==> src/rtl/sync_req_arb.sv <==
// -----------------------------------------------------------------------------
// sync_req_arb
//   Upstream feeder of the dnoc sync collector. Per-node sync request pulses are
//   captured into pending flags, arbitrated round-robin onto a single
//   sync_req/sync_node_id channel, and acknowledged when the collector accepts
//   them. When the collector reports a completed round (sync_hit), every node
//   accepted in that round receives a one-cycle release pulse.
//
// Ports:
//   clk               clock
//   rst_n             asynchronous active-low reset
//   node_sync_req     [NODE_NUM] per-node request pulse/level
//   node_sync_ack     [NODE_NUM] one-cycle pulse, node's request accepted
//   node_sync_release [NODE_NUM] one-cycle pulse, round complete for node
//   sync_req          request to collector
//   sync_node_id      [ID_W] node index of current request
//   sync_gnt          collector ready; transfer when sync_req && sync_gnt
//   sync_hit          collector round complete (one-cycle pulse)
// -----------------------------------------------------------------------------
module sync_req_arb #(
    parameter int NODE_NUM = 12,
    parameter int ID_W     = 4
) (
    input  logic                clk,
    input  logic                rst_n,
    input  logic [NODE_NUM-1:0] node_sync_req,
    output logic [NODE_NUM-1:0] node_sync_ack,
    output logic [NODE_NUM-1:0] node_sync_release,
    output logic                sync_req,
    output logic [ID_W-1:0]     sync_node_id,
    input  logic                sync_gnt,
    input  logic                sync_hit
);

    logic [NODE_NUM-1:0] pending_r;
    logic [NODE_NUM-1:0] accepted_r;
    logic [NODE_NUM-1:0] ack_r;
    logic [NODE_NUM-1:0] release_r;
    logic [ID_W-1:0]     rr_ptr_r;

    logic [NODE_NUM-1:0] eligible_s;
    logic                found_hi_s;
    logic                found_lo_s;
    logic [ID_W-1:0]     win_hi_s;
    logic [ID_W-1:0]     win_lo_s;
    logic [ID_W-1:0]     win_s;
    logic [NODE_NUM-1:0] win_oh_s;
    logic                xfer_s;
    logic [NODE_NUM-1:0] clr_s;

    logic [NODE_NUM-1:0] pending_nxt_s;
    logic [NODE_NUM-1:0] accepted_nxt_s;
    logic [NODE_NUM-1:0] release_nxt_s;
    logic [ID_W-1:0]     rr_ptr_nxt_s;

    // Round-robin pick from registered state only. The scan runs downward so
    // the last hit kept is the lowest index: win_hi is the lowest eligible
    // index at or above rr_ptr, win_lo the lowest eligible overall (the wrap).
    always_comb begin
        eligible_s = pending_r & ~accepted_r;
        found_hi_s = 1'b0;
        found_lo_s = 1'b0;
        win_hi_s   = {ID_W{1'b0}};
        win_lo_s   = {ID_W{1'b0}};
        for (int i = NODE_NUM - 1; i >= 0; i--) begin
            if (eligible_s[i]) begin
                found_lo_s = 1'b1;
                win_lo_s   = ID_W'(i);
                if (ID_W'(i) >= rr_ptr_r) begin
                    found_hi_s = 1'b1;
                    win_hi_s   = ID_W'(i);
                end else begin
                    found_hi_s = found_hi_s;
                end
            end else begin
                found_lo_s = found_lo_s;
            end
        end
        if (found_hi_s) begin
            win_s = win_hi_s;
        end else begin
            win_s = win_lo_s;
        end
    end

    assign sync_req          = found_lo_s;
    assign sync_node_id      = win_s;
    assign node_sync_ack     = ack_r;
    assign node_sync_release = release_r;

    // Next-state: capture, transfer bookkeeping and round release.
    always_comb begin
        win_oh_s = {{(NODE_NUM-1){1'b0}}, 1'b1} << win_s;
        xfer_s   = found_lo_s & sync_gnt;
        if (xfer_s) begin
            clr_s        = win_oh_s;
            rr_ptr_nxt_s = (win_s == ID_W'(NODE_NUM - 1)) ? {ID_W{1'b0}} : win_s + {{(ID_W-1){1'b0}}, 1'b1};
        end else begin
            clr_s        = {NODE_NUM{1'b0}};
            rr_ptr_nxt_s = rr_ptr_r;
        end
        // A request seen in the transfer cycle survives as a next-round request.
        pending_nxt_s = (pending_r & ~clr_s) | node_sync_req;
        // Clear-then-set: a winner in the hit cycle joins the next round.
        if (sync_hit) begin
            accepted_nxt_s = clr_s;
            release_nxt_s  = accepted_r;
        end else begin
            accepted_nxt_s = accepted_r | clr_s;
            release_nxt_s  = {NODE_NUM{1'b0}};
        end
    end

    // State and registered pulse outputs.
    always_ff @(posedge clk or negedge rst_n) begin
        if (!rst_n) begin
            pending_r  <= {NODE_NUM{1'b0}};
            accepted_r <= {NODE_NUM{1'b0}};
            ack_r      <= {NODE_NUM{1'b0}};
            release_r  <= {NODE_NUM{1'b0}};
            rr_ptr_r   <= {ID_W{1'b0}};
        end else begin
            pending_r  <= pending_nxt_s;
            accepted_r <= accepted_nxt_s;
            ack_r      <= clr_s;
            release_r  <= release_nxt_s;
            rr_ptr_r   <= rr_ptr_nxt_s;
        end
    end

endmodule
==> config.mk <==
export PLATFORM = sky130hd
export DESIGN_NAME = sync_req_arb
export DESIGN_NICKNAME = d
export VERILOG_FILES = /design/src/rtl/sync_req_arb.sv
export SDC_FILE = /design/constraint.sdc
export NUM_CORES = 1
export LEC_CHECK = 0
export CAP_MARGIN = 30
export CELL_PAD_IN_SITES_DETAIL_PLACEMENT = 0
export CELL_PAD_IN_SITES_GLOBAL_PLACEMENT = 1
export CORE_MARGIN = 2
export CORE_UTILIZATION = 40
export CTS_CLUSTER_SIZE = 20
export DETAILED_ROUTE_END_ITERATION = 8
export PLACE_DENSITY = 0.84
export SYNTH_ARGS = -nofsm -noshare
export SYNTH_HDL_FRONTEND = slang
export SYNTH_SLANG_ARGS = --single-unit
==> constraint.sdc <==
create_clock -name clk -period 3.4 [get_ports clk]
set_input_delay 0.85 -clock clk [delete_from_list [all_inputs] [get_ports clk]]
set_output_delay 0.85 -clock clk [all_outputs]
set_load 0.01 [all_outputs]
# Word level (Yosys, flattened, before mapping)
# Index checks and enable logic that the tools add are counted.
word_totals:
  wordCells: 104
  input_bits: 16
  ff_bits: 52
classes:
  n_mux: 77
  bitwise_logic: 7
  n_addsub: 1
  shift: 1
  magnitude_cmp: 12
  n_eq_ne: 1
ops:
  columns: ["op", "count"]
  rows:
  - ["2-to-1 mux 4 bit", 38]
  - ["2-to-1 mux 1 bit", 36]
  - ["2-to-1 mux 12 bit", 3]
  - ["AND 12 bit", 2]
  - ["NOT 12 bit", 2]
  - ["bitwise OR 12 bit", 2]
  - [">= comparator 3 x 4 -> 1 bit, first input constant", 4]
  - [">= comparator 4 bit, first input constant", 4]
  - ["left shift 1 x 4 -> 12 bit, first input constant", 1]
  - [">= comparator 1 x 4 -> 1 bit, first input constant", 2]
  - [">= comparator 2 x 4 -> 1 bit, first input constant", 2]
  - ["adder 4 x 1 -> 4 bit, second input constant", 1]
  - ["== test 4 bit, second input constant", 1]
  - ["AND 1 bit", 1]

# Logic depth before layout (Yosys ltp)
depth:
  ltp_word: 31
  ltp_mapped: 12

# Worst setup path after synthesis
# No wires, ideal clock.
synth_path:
  path_type: "flip-flop to flip-flop"
  startpoint: "register rr_ptr_r[0]"
  endpoint: "register rr_ptr_r[2]"
  stages_incl_launch_ff: 12
  n_path_buf: 2
  t_arrival_ps: 2614
  required_ps: 3279
  synth_period_minus_slack_ps: 2735
  setup_time_ps: 121
  slack_ps: 665
  path_cell_list: "dfrtp_1 buf_6 or3b_1 a21o_1 a31o_1 buf_6 o21a_4 a32oi_1 inv_1 ha_1 ha_1 a22o_1"
synth_via:
  elab_chain_cells: 28
  elab_cells_between_ends: 64
  cone_classes: "1 x add/sub; 12 x order compare; 1 x eq/ne; 50 x mux"
synth_rtl:
  columns: ["item", "line_no", "source"]
  rows:
  - ["start, declared", "39", "logic [ID_W-1:0] rr_ptr_r;"]
  - ["start signal, assigned", "121", "rr_ptr_r <= {ID_W{1'b0}};"]
  - ["start signal, assigned", "127", "rr_ptr_r <= rr_ptr_nxt_s;"]
  - [">= comparator 4 bit", "69", "if (ID_W'(i) >= rr_ptr_r) begin"]
  - ["2-to-1 mux 4 bit or 2-to-1 mux 1 bit (tied branches)", "69", null]
  - ["2-to-1 mux 4 bit or 2-to-1 mux 1 bit (tied branches)", "66", "if (eligible_s[i]) begin"]
  - ["2-to-1 mux 4 bit or 2-to-1 mux 1 bit (tied branches)", "69", null]
  - ["2-to-1 mux 4 bit or 2-to-1 mux 1 bit (tied branches)", "66", null]
  - ["2-to-1 mux 4 bit or 2-to-1 mux 1 bit (tied branches)", "69", null]
  - ["2-to-1 mux 4 bit or 2-to-1 mux 1 bit (tied branches)", "66", null]
  - ["2-to-1 mux 4 bit or 2-to-1 mux 1 bit (tied branches)", "69", null]
  - ["(+13 left out)", null, null]
  - ["2-to-1 mux 4 bit or 2-to-1 mux 1 bit (tied branches)", "69", null]
  - ["2-to-1 mux 4 bit or 2-to-1 mux 1 bit (tied branches)", "66", null]
  - ["2-to-1 mux 4 bit or 2-to-1 mux 1 bit (tied branches)", "69", null]
  - ["2-to-1 mux 4 bit or 2-to-1 mux 1 bit (tied branches)", "66", null]
  - ["2-to-1 mux 4 bit (*)", "79", "if (found_hi_s) begin"]
  - ["named net sync_node_id[1]", "30", "output logic [ID_W-1:0] sync_node_id,"]
  - ["adder 4 x 1 -> 4 bit or == test 4 bit (tied branches)", "97", "rr_ptr_nxt_s = (win_s == ID_W'(NODE_NUM - 1)) ? {ID_W{1'b0}} : win_s + {{(ID_W-1){1'b0}}, 1'b1};"]
  - ["2-to-1 mux 4 bit (*)", "97", null]
# Mark *: on every way through the listed nets, which the timed path passes. The rest lies on a longest branch.
# A chain may end at the register's enable or synchronous reset.

# Worst setup path after layout
layout_path:
  startpoint: "register rr_ptr_r[1]"
  endpoint: "output sync_node_id[3]"
layout_via:
  elab_chain_cells: 26
  elab_cells_between_ends: 61
  cone_classes: "12 x order compare; 49 x mux"
layout_rtl:
  columns: ["item", "line_no"]
  rows:
  - [">= comparator 4 bit", "69"]
  - ["2-to-1 mux 4 bit or 2-to-1 mux 1 bit (tied branches)", "69"]
  - ["2-to-1 mux 4 bit or 2-to-1 mux 1 bit (tied branches)", "66"]
  - ["2-to-1 mux 4 bit or 2-to-1 mux 1 bit (tied branches)", "69"]
  - ["2-to-1 mux 4 bit or 2-to-1 mux 1 bit (tied branches)", "66"]
  - ["2-to-1 mux 4 bit or 2-to-1 mux 1 bit (tied branches)", "69"]
  - ["2-to-1 mux 4 bit or 2-to-1 mux 1 bit (tied branches)", "66"]
  - ["2-to-1 mux 4 bit or 2-to-1 mux 1 bit (tied branches)", "69"]
  - ["(+10 left out)", null]
  - ["2-to-1 mux 4 bit or 2-to-1 mux 1 bit (tied branches)", "66"]
  - ["2-to-1 mux 4 bit or 2-to-1 mux 1 bit (tied branches)", "69"]
  - ["2-to-1 mux 4 bit or 2-to-1 mux 1 bit (tied branches)", "66"]
  - ["2-to-1 mux 4 bit or 2-to-1 mux 1 bit (tied branches)", "69"]
  - ["2-to-1 mux 4 bit or 2-to-1 mux 1 bit (tied branches)", "66"]
  - ["2-to-1 mux 4 bit or 2-to-1 mux 1 bit (tied branches)", "69"]
  - ["2-to-1 mux 4 bit or 2-to-1 mux 1 bit (tied branches)", "66"]
  - ["2-to-1 mux 4 bit (*)", "79"]
  - ["end, declared", "30"]
# Mark *: on every way between the ends. The rest lies on a longest branch, timed or not.

==> results by group <==
Finish
  • Non-filler cells, final: roughly 390
  • Design Area, Final: around 3300 um^2
  • Most common cell after layout, fill and taps aside: dfrtp_1
  • Share of cells above drive strength 1: 17.5%
  • Fillers: 602
  • Area grow syn2layout: 30.9%
  • Final #Nets: 330
  • Commonest non-fill, non-tap cells in the layout: 50 x dfrtp_1, 41 x clkdlybuf4s50_1, 28 x inv_1
  • Diodes inserted: 0

Synthesis
  • Top cell type's share of synthesized area: between 50% and 60%
  • Netlist cell types: 50
  • Ys flop type: dfrtp_1
  • Async S/R FF share, synth: 100%
  • Seq cells post-synth: 52
  • Cell accounting for the most synthesized area: dfrtp_1
  • Syn. warnings: 0
  • EDFF count, synth: 0
  • Top post-synthesis cells by area: dfrtp_1 51%, inv_1 4.3%, a21o_1 3.0%
  • Area of the mapped netlist: 2540 um^2
  • Synth Net Count: 270
  • Sequential-to-total area share from yosys stat: between 50% and 60%
  • Avg Cell Area, Syn: about 10 um^2
  • Cells after synthesis: between 200 and 250

Timing
  • Final hold vios: 0
  • Setup violations, final: 0
  • Final setup TNS: 0 ns
  • Relative slew slack: between 40 and 50%
  • Minimum clock period: 3.30 ns
  • RSZ-0062 raised after global routing: no
  • FMAX: between 300 and 400 MHz
  • Worst Max-Slew Pin Slew: 0.826 ns
  • Period utilisation layout: 97.0%
  • Post-route clock skew: around 0.0082 ns
  • Fin. max-slew vios: 0
  • WHS: slightly above 0.5 ns

Clocking
  • Worst-path clk slew: approximately 0.10 ns
  • Max Buffers Root-to-Sink: 2
  • Root Buffer: clkbuf_8
  • Number of hold buffers added after cts: 0
  • Clock Latency Late Sink: ~0.31 ns
  • Cts bufs inserted: 5
  • Sink Count: 52
  • CTS tree: yes
  • H-Tree Depth: 2

Die
  • Die Area: around 7000 um^2
  • Starting Density: slightly above 40%
  • Die W: ~84 um
  • Site Rows: 29
  • Core Area: around 6200 um^2
  • Die Ht: around 84 um
  • IO Count: between 40 and 50

GRT
  • Vias in the first global route: between 2000 and 2500
  • Largest net degree at the start of global routing: 39
  • First-pass GRT wire length: 10700 um
  • Initial antenna violation count: 0
  • GRT Total Usage: 19.2%
  • Total grt overflow: 0

Place
  • Gp weighted congestion: 0.917
  • Placed cell area: approximately 3100 um^2
  • IO buf count: 44
  • Detailed placement HPWL: 4620 um
  • Dpl cells: ~370

Detailed routing
  • Via count: roughly 2100
  • Post-DRT Antenna Nets: 0
  • DRC violations left: 0
  • Final WL: 6340 um
  • WL per Instance: between 15 and 20 um
  • Via density: roughly 5.4
  • DRT iter0 DRCs: ~170
  • Router iterations before antenna repair: 4

Critical path
  • Worst setup EP type: output pin
  • Crit Path Class: flop to output pin
  • Crit path max fanout: 8
  • Worst Path Required: about 2.6 ns
  • Crit start category: flop
  • Arrival @ worst endpoint: between 2 and 2.5 ns

Run
  • Max-Cap Viols: 0

Hold path
  • Hold WC Path Type: flop to flop

Power and ir drop
  • PD cells: roughly 940 nW/um^2
  • Leak: ~1.5 nW
  • Peak supply drop: 0.000753 V
  • Power Total: approximately 0.0031 W

Run status
  • Outcome: finished, final reports clean
==> per-stage QoR <==
step | util (%) | setup slack, ns
after global routing | 53.2 | 0.00326
after global placement | 49.6 | 0.174
after floorplan | - | 0.665
after CTS | 52.7 | 0.0987
final | 53.2 | 0.103
after detailed placement | 49.6 | 0.0930
==> path summary, 6_finish.rpt <==
check	from	end	slack, ns	cells past startpoint
max in group asynchronous	rst_n	pending_r[6]	2.14	2
hold / removal	pending_r[8]	pending_r[8]	0.51	1
hold reg to reg	pending_r[8]	pending_r[8]	0.51	1
setup / recovery	rr_ptr_r[1]	sync_node_id[3]	0.10	7
min in group asynchronous	rst_n	node_sync_release[11]	0.63	1
setup reg to reg	rr_ptr_r[1]	pending_r[6]	0.67	10
==> cells by family after synthesis <==
logic type               count (synthesis)  share of synthesized area (%)
AND/OR/NAND/NOR                         84                           17.7
AO/OA/AOI/OAI                           68                           21.6
flip-flops                              52                           51.3
buffers and inverters                   38                           6.51
adder cells (fa/ha/maj)                  6                           2.96
==> per-layer routing <==
metal  vias to the layer above  share of wire [%]  GRT usage (%)
met2                        64                 47           30.8
met4                         0                2.7           7.33
met5                         -                  0              0
met1                      1033                 45           25.8
met3                        14                4.7           3.76
li1                        976                  -              -
==> synthesized netlist by cell type (all sizes together) (3+ instances only) <==
cell / instances
a21o: 10
o2bb2ai: 3
a32oi: 3
nand4: 7
nand3: 8
and2: 10
dfrtp: 52
a31oi: 5
inv: 29
o21ai: 15
a22o: 6
ha: 6
or2: 5
nand2b: 12
nor2: 20
a21oi: 3
clkbuf: 3
nand2: 11
o31ai: 4
nor2b: 3
buf: 6
==> sequential cells by signal, indices dropped and copies added (netlist names) <==
register and flops:
accepted_r 12, node_sync_ack 12, node_sync_release 12, pending_r 12, rr_ptr_r 4
==> what timing repair did <==
action / CTS / global route
resized for setup: 13 / 2
setup buffers: 4 / 3
pin swaps: 1 / 1
endpoints found under the setup margin: 2 / 1
cloned: 0 / 0
==> power breakdown <==
part | leakage, nW | switching [W] | internal (W)
Sequential | 0.651 | 0.000100 | 0.000781
Clock | 0.0541 | 0.000209 | 0.000218
Combinational | 0.799 | 0.00101 | 0.000794
Total | 1.50 | 0.00132 | 0.00179
==> layout make-up <==
| class | instances | area [um^2] | area share, % |
|---|---|---|---|
| flip-flops and latches | 52 | 1300 | 39.3 |
| repair buffers | 62 | 581 | 17.5 |
| clock inverters | 3 | 42.5 | 1.28 |
| clock buffers | 5 | 68.8 | 2.07 |
| multi-input cells | 158 | 1120 | 33.7 |
| inverters | 29 | 109 | 3.28 |
| well taps | 77 | 96.3 | 2.90 |
==> critical path, cell delays in order (launching register included) <==
cell,delay (ns)
dfrtp_2,0.45
buf_12,0.14
and2_2,0.19
or2_1,0.24
a31o_1,0.25
buf_4,0.18
o221a_2,0.19
clkdlybuf4s50_1,0.51
Power figures use the tool's default switching activity.
